==> src/rtl/multicycle_pc_controller.sv <==
// Multi-cycle IF/ID/EX/MEM/WB sequencer for the PC-update datapath.
// Outputs decode combinationally from the current state and this cycle's ready/decoded inputs.
module multicycle_pc_controller #(
    parameter int CNT_W = 32
) (
    input  logic             clk,
    input  logic             reset,
    input  logic             is_jal,
    input  logic             is_jalr,
    input  logic             branch,
    input  logic             bcond,
    input  logic             is_load,
    input  logic             is_store,
    input  logic             is_halt,
    input  logic             imem_ready,
    input  logic             dmem_ready,
    output logic             imem_req,
    output logic             ir_write,
    output logic             dmem_read,
    output logic             dmem_write,
    output logic             reg_write,
    output logic             pc_write,
    output logic [1:0]       pc_src,
    output logic [2:0]       state,
    output logic             is_halted,
    output logic [CNT_W-1:0] retired
);

    typedef enum logic [2:0] {
        S_IF   = 3'd0,
        S_ID   = 3'd1,
        S_EX   = 3'd2,
        S_MEM  = 3'd3,
        S_WB   = 3'd4,
        S_HALT = 3'd5
    } state_t;

    state_t           cur;
    state_t           nxt;
    logic             retire;
    logic [CNT_W-1:0] cnt;

    always_ff @(posedge clk) begin
        if (reset) begin
            cur <= S_IF;
            cnt <= '0;
        end else begin
            cur <= nxt;
            if (retire)
                cnt <= cnt + CNT_W'(1);
        end
    end

    always_comb begin
        nxt        = cur;
        retire     = 1'b0;
        imem_req   = 1'b0;
        ir_write   = 1'b0;
        dmem_read  = 1'b0;
        dmem_write = 1'b0;
        reg_write  = 1'b0;
        pc_write   = 1'b0;
        pc_src     = 2'd0;
        is_halted  = 1'b0;
        case (cur)
            S_IF: begin
                imem_req = 1'b1;
                if (imem_ready) begin
                    ir_write = 1'b1;
                    nxt      = S_ID;
                end
            end
            S_ID: nxt = S_EX;
            S_EX: begin
                if (is_halt) begin
                    nxt    = S_HALT;
                    retire = 1'b1;
                end else if (branch) begin
                    pc_write = 1'b1;
                    pc_src   = {1'b0, bcond};
                    retire   = 1'b1;
                    nxt      = S_IF;
                end else if (is_load || is_store) begin
                    nxt = S_MEM;
                end else begin
                    nxt = S_WB;
                end
            end
            S_MEM: begin
                dmem_read  = is_load;
                dmem_write = is_store;
                // A load finishes in WB; anything else completes here and advances the PC.
                if (dmem_ready) begin
                    if (is_load) begin
                        nxt = S_WB;
                    end else begin
                        pc_write = 1'b1;
                        retire   = 1'b1;
                        nxt      = S_IF;
                    end
                end
            end
            S_WB: begin
                reg_write = 1'b1;
                pc_write  = 1'b1;
                retire    = 1'b1;
                pc_src    = is_jalr ? 2'd2 : (is_jal ? 2'd1 : 2'd0);
                nxt       = S_IF;
            end
            S_HALT: is_halted = 1'b1;
            default: nxt = S_IF;
        endcase
        // Reset overrides every output, independent of the registered state.
        if (reset) begin
            retire     = 1'b0;
            imem_req   = 1'b0;
            ir_write   = 1'b0;
            dmem_read  = 1'b0;
            dmem_write = 1'b0;
            reg_write  = 1'b0;
            pc_write   = 1'b0;
            pc_src     = 2'd0;
            is_halted  = 1'b0;
        end
    end

    assign state   = reset ? 3'd0 : cur;
    assign retired = reset ? '0 : cnt;

endmodule

==> config.mk <==
export PLATFORM = sky130hd
export DESIGN_NAME = multicycle_pc_controller
export DESIGN_NICKNAME = d
export VERILOG_FILES = /design/src/rtl/multicycle_pc_controller.sv
export SDC_FILE = /design/constraint.sdc
export NUM_CORES = 1
export LEC_CHECK = 0
export ABC_AREA = 1
export BUFFER_PORTS_ARGS = -buffer_cell sky130_fd_sc_hd__buf_4
export CORE_AREA = 4 4 95 97
export DETAILED_ROUTE_END_ITERATION = 8
export DIE_AREA = 0 0 99 101
export GPL_ROUTABILITY_DRIVEN = 0
export HOLD_SLACK_MARGIN = 0.08
export PLACE_DENSITY = 0.5
export RECOVER_POWER = 100
export SETUP_SLACK_MARGIN = 0.02
export SYNTH_ARGS = -nofsm -noshare
export SYNTH_HDL_FRONTEND = slang
export SYNTH_SLANG_ARGS = --single-unit
==> constraint.sdc <==
create_clock -name clk -period 1.9 [get_ports clk]
set_input_delay 0.38 -clock clk [delete_from_list [all_inputs] [get_ports clk]]
set_output_delay 0.38 -clock clk [all_outputs]
set_load 0.05 [all_outputs]
# After elaboration in Yosys (flattened, before gate mapping)
# Cells that the tools add are included.
# word_totals
output_inout_bits	44
word_cells	51
n_memories	0
regBits	35
mem_bits_rw	0
romBits	0
latchBits	0
inputBits	11
# op_classes
order_cmp	0
reduce_logical	3
eq_ne	7
n_bitwise	1
muxes	37
mul	0
div_mod_pow	0
shift	0
n_addsub	1
# op_table
cell	n
$add 32x1->32 const B	1
$mux 32	1
$mux 1	23
$mux 3	7
$pmux 3 s5	1
$eq 3x2->1 const B	2
$eq 3x3->1 const B	2
$pmux 1 s3	2
$mux 2	2
$ne 2x2->1 const B	2
$pmux 2 s2	1
$eq 3x1->1 const B	1
$logic_not 3->1	1
$reduce_and 3->1	1
$logic_or 1x1->1	1
$not 1->1	1

# Depth between registers and ports, before layout
# depth
depth_word	5
ltp_mapped	11
ltp_nobuf	11

# Worst setup path before layout
# OpenSTA, ideal clock, no wires.
# synth_path
kind	in2out
start	input port reset
end	output port ir_write
n_path_buf	2
path_stages	3
t_arrival_ps	1778
path_slack_ps	-258
required_ps	1520
cell_sequence	clkbuf_1 > buf_2 > nor3_1
# synth_via
elab_chain_cells	1
# synth_rtl
element	line	text
from (decl)	7	input logic reset,
$mux 1	114	if (reset) begin
to (decl)	18	output logic ir_write,
# Every way passes these cells.

# Final worst setup path
# layout_path
start	register cur[0]
end	output port pc_src[0]
# layout_via
elab_chain_cells	3
word_cells_on_any_way	4
classes_between	eq/ne: 2; mux: 2
# layout_rtl
element	line	text
from (decl)	38	state_t cur;
from (signal assigned)	48	cur <= nxt;
$eq 3x3->1 or $eq 3x2->1 (tied branches)	65	case (cur)
$pmux 2 s2 (*)	65	
$mux 2 (*)	114	
to (decl)	23	output logic [1:0] pc_src,
# Every way passes the cells marked *; elsewhere a longest branch is shown, timed or not.

==> metrics <==
Final Hold Viols 0; DR WL/cell 11.44 µm; Detailed Route WL 6466 µm; largest net degree at the start of global routing 52; startpoint class of the critical path flip-flop; Core Region 8134 µm²; CTS Sinks 35; number of fill cells 927; fin util 35.69%; Clock Power Share 38.8%; first-pass GRT wire length 10910 µm; initial cell density of the core 28.43%; CP Max Fanout 5; DR iter-0 viols 140; Synth Area per Inst 5.723 µm²; sequential area share after synthesis 30.30%; die height 101 µm; synth unique cells 26; Seq pwr share 42.8%; H-tree depth 2; final net count 471; die area 9999 µm²; vias per inst 4.474; setup tns final 0 ns; Clock transition at path regs 0.07 ns; DP Wirelength 4940 µm; delay of the slowest critical-path stage 0.35 ns; Final Power 1.801 mW; Yosys warning total 0; VDD IR max 0.2840 mV; status finished clean; Remaining DRCs 0; Sw Ratio 31.36%; Max stage delay cell, worst path dfxtp_2; drt pass-1 iters 4; mapped cell area 2312 µm²; Pins Over Slew Limit 0; Final min period 1.770 ns; die outline width 99 µm; worst-margin pin slew 0.6053 ns; critical path required time 1.52 ns; Comb power frac 18.4%; ANT nets after route 0; CTS tree yes; I/O pin count 55; Post-Synthesis Cells 404; gr ovfl total 0; Root Buffer clkbuf_8; Leak 1.202 nW; Total Routing Usage GR 13.42%; Pwr Density 620.5 nW/µm²; Port Buffers 54; RSZ-0062 raised after global routing true; layout cells sized above 1 19.35%; vias in the first global route 2350; Ant. Diodes 0; row cnt 33; clk_skew 0.01121 ns; Worst Setup Path Type flip-flop to primary output; CP arrival 1.39 ns; Setup crit end kind primary output; Final period util 93.17%; HP Class input pin to flip-flop; P&R area growth vs syn 25.54%; CTS Buf Count 5; clock buffer depth 2; Worst slew margin 59.82%; Sw Pwr 0.5649 mW; initial antenna violation count 0; Max Cap Violations 0; Skew-Pair Late Insertion Delay 0.30 ns; setup violators final 0; setup bufs post-CTS 0; critical path, cell by cell inv_1 -> nand3_2 -> nor2_1 -> a41oi_1 -> nor2_2 -> buf_4; Mapped Nets 416; vias post-DR 2528; Synth Register Bits 35; Int Pwr 1.236 mW; FMAX 564.9 MHz
## stage by stage
step / std cells / setup WS, ns / instance area (µm²) / hold WS, ns
after floorplan: 404 / -0.2585 / 2365 / 0.4727
final: 565 / 0.1298 / 2903 / 0.4372
after CTS: 565 / 0.07132 / 3010 / 0.4315
after detailed placement: 557 / 0.2962 / 2893 / 0.5055
after global placement: 557 / 0.3044 / 2893 / 0.4991
after global routing: 565 / 0.004766 / 2903 / 0.4512
## worst max-delay path: cells and delay by family, from the launching register on
kind	cells	cell delay, ns
AOI/OAI and AO/OA	1	0.06
buffers and inverters	2	0.34
DFF	1	0.35
and+or+nand+nor	3	0.36
## cell type report
class | instances | area, µm² | area share, %
Timing Repair Buffer | 61 | 359.1 | 12.37
Sequential cell | 35 | 703.2 | 24.22
Inverter | 69 | 259.0 | 8.922
Clock inverter | 3 | 43.79 | 1.509
Tap cell | 105 | 131.4 | 4.526
Multi-Input combinational cell | 287 | 1338 | 46.08
Clock buffer | 5 | 68.82 | 2.371
## cells in the mapped netlist
library cell / n / area (µm²)
nand4_1: 9 / 56.30
dfxtp_1: 35 / 700.7
buf_2: 2 / 10.01
nand3b_1: 1 / 7.510
o21ai_1: 10 / 50.05
clkbuf_1: 4 / 15.01
o21ai_0: 7 / 35.03
a31oi_1: 5 / 31.28
ha_1: 1 / 12.51
nand3_2: 2 / 20.02
nand2_1: 86 / 322.8
a41oi_1: 1 / 8.760
buf_1: 3 / 11.26
a21oi_1: 20 / 100.1
buf_4: 2 / 15.01
nor2_2: 3 / 18.77
nand2_2: 1 / 6.260
nand3_4: 1 / 17.52
nor2_4: 2 / 22.52
nor2_1: 99 / 371.6
nor3_1: 16 / 80.08
buf_6: 2 / 22.52
nand3_1: 22 / 110.1
inv_1: 68 / 255.2
inv_2: 1 / 3.750
o21bai_1: 1 / 7.510
## cells by family after synthesis
family	share of synthesized area (%)
AO/OA/AOI/OAI	10.07
adder cells (fa/ha/maj)	0.5410
buffers and inverters	14.39
flip-flops	30.30
AND/OR/NAND/NOR	44.70
## final timing paths
kind         slack (ns)  startpoint         to  depth (start not counted)
min                0.44      branch     cur[1]                          4
max                0.13      cur[0]  pc_src[0]                          6
max reg2reg        0.22      cur[1]     cnt[7]                          8
min reg2reg        0.52      cnt[4]     cnt[4]                          2
## sequential cells by signal, summed over array words and instances (netlist names)
register / cells
cnt: 32
cur: 3
## power groups by stage
| stage | Combinational (mW) | Clock (mW) | Sequential [mW] |
|---|---|---|---|
| CTS | 0.344 | 0.720 | 0.767 |
| finish | 0.331 | 0.699 | 0.771 |
| global placement | 0.343 | 0 | 0.783 |
| global route | 0.367 | 0.751 | 0.774 |
| floorplan | 0.257 | 0 | 0.780 |
| detailed placement | 0.342 | 0 | 0.783 |
## metal layers
layer	GRT usage (%)	vias up	share of wire (%)
met5	0	-	0
met1	18.04	1106	51
li1	-	1365	-
met3	2.907	4	3.7
met2	21.49	53	44
met4	4.097	0	1.2
## repair_timing
action                                  4_1_cts  5_1_grt
hold buffers                                  0        0
endpoints found under the setup margin        2        5
endpoints found under the hold margin         0        0
cloned                                        0        0
gates resized for setup                       1        6
## layout by cell type, fill, tap and decap left out, types with 2 or more instances in the layout
cell / n
nor2_4: 2
nand3_2: 3
a21oi_1: 20
dfxtp_1: 33
nand4_1: 9
clkbuf_2: 21
a31oi_1: 5
clkbuf_1: 15
inv_1: 67
nand2_1: 87
o21ai_1: 4
inv_2: 2
nor2_2: 24
clkbuf_4: 3
clkbuf_8: 5
buf_4: 20
nand3_1: 22
o21ai_0: 13
nor2_1: 78
nor3_1: 14
dfxtp_2: 2
Note: power is estimated with default switching activity, not from simulation.
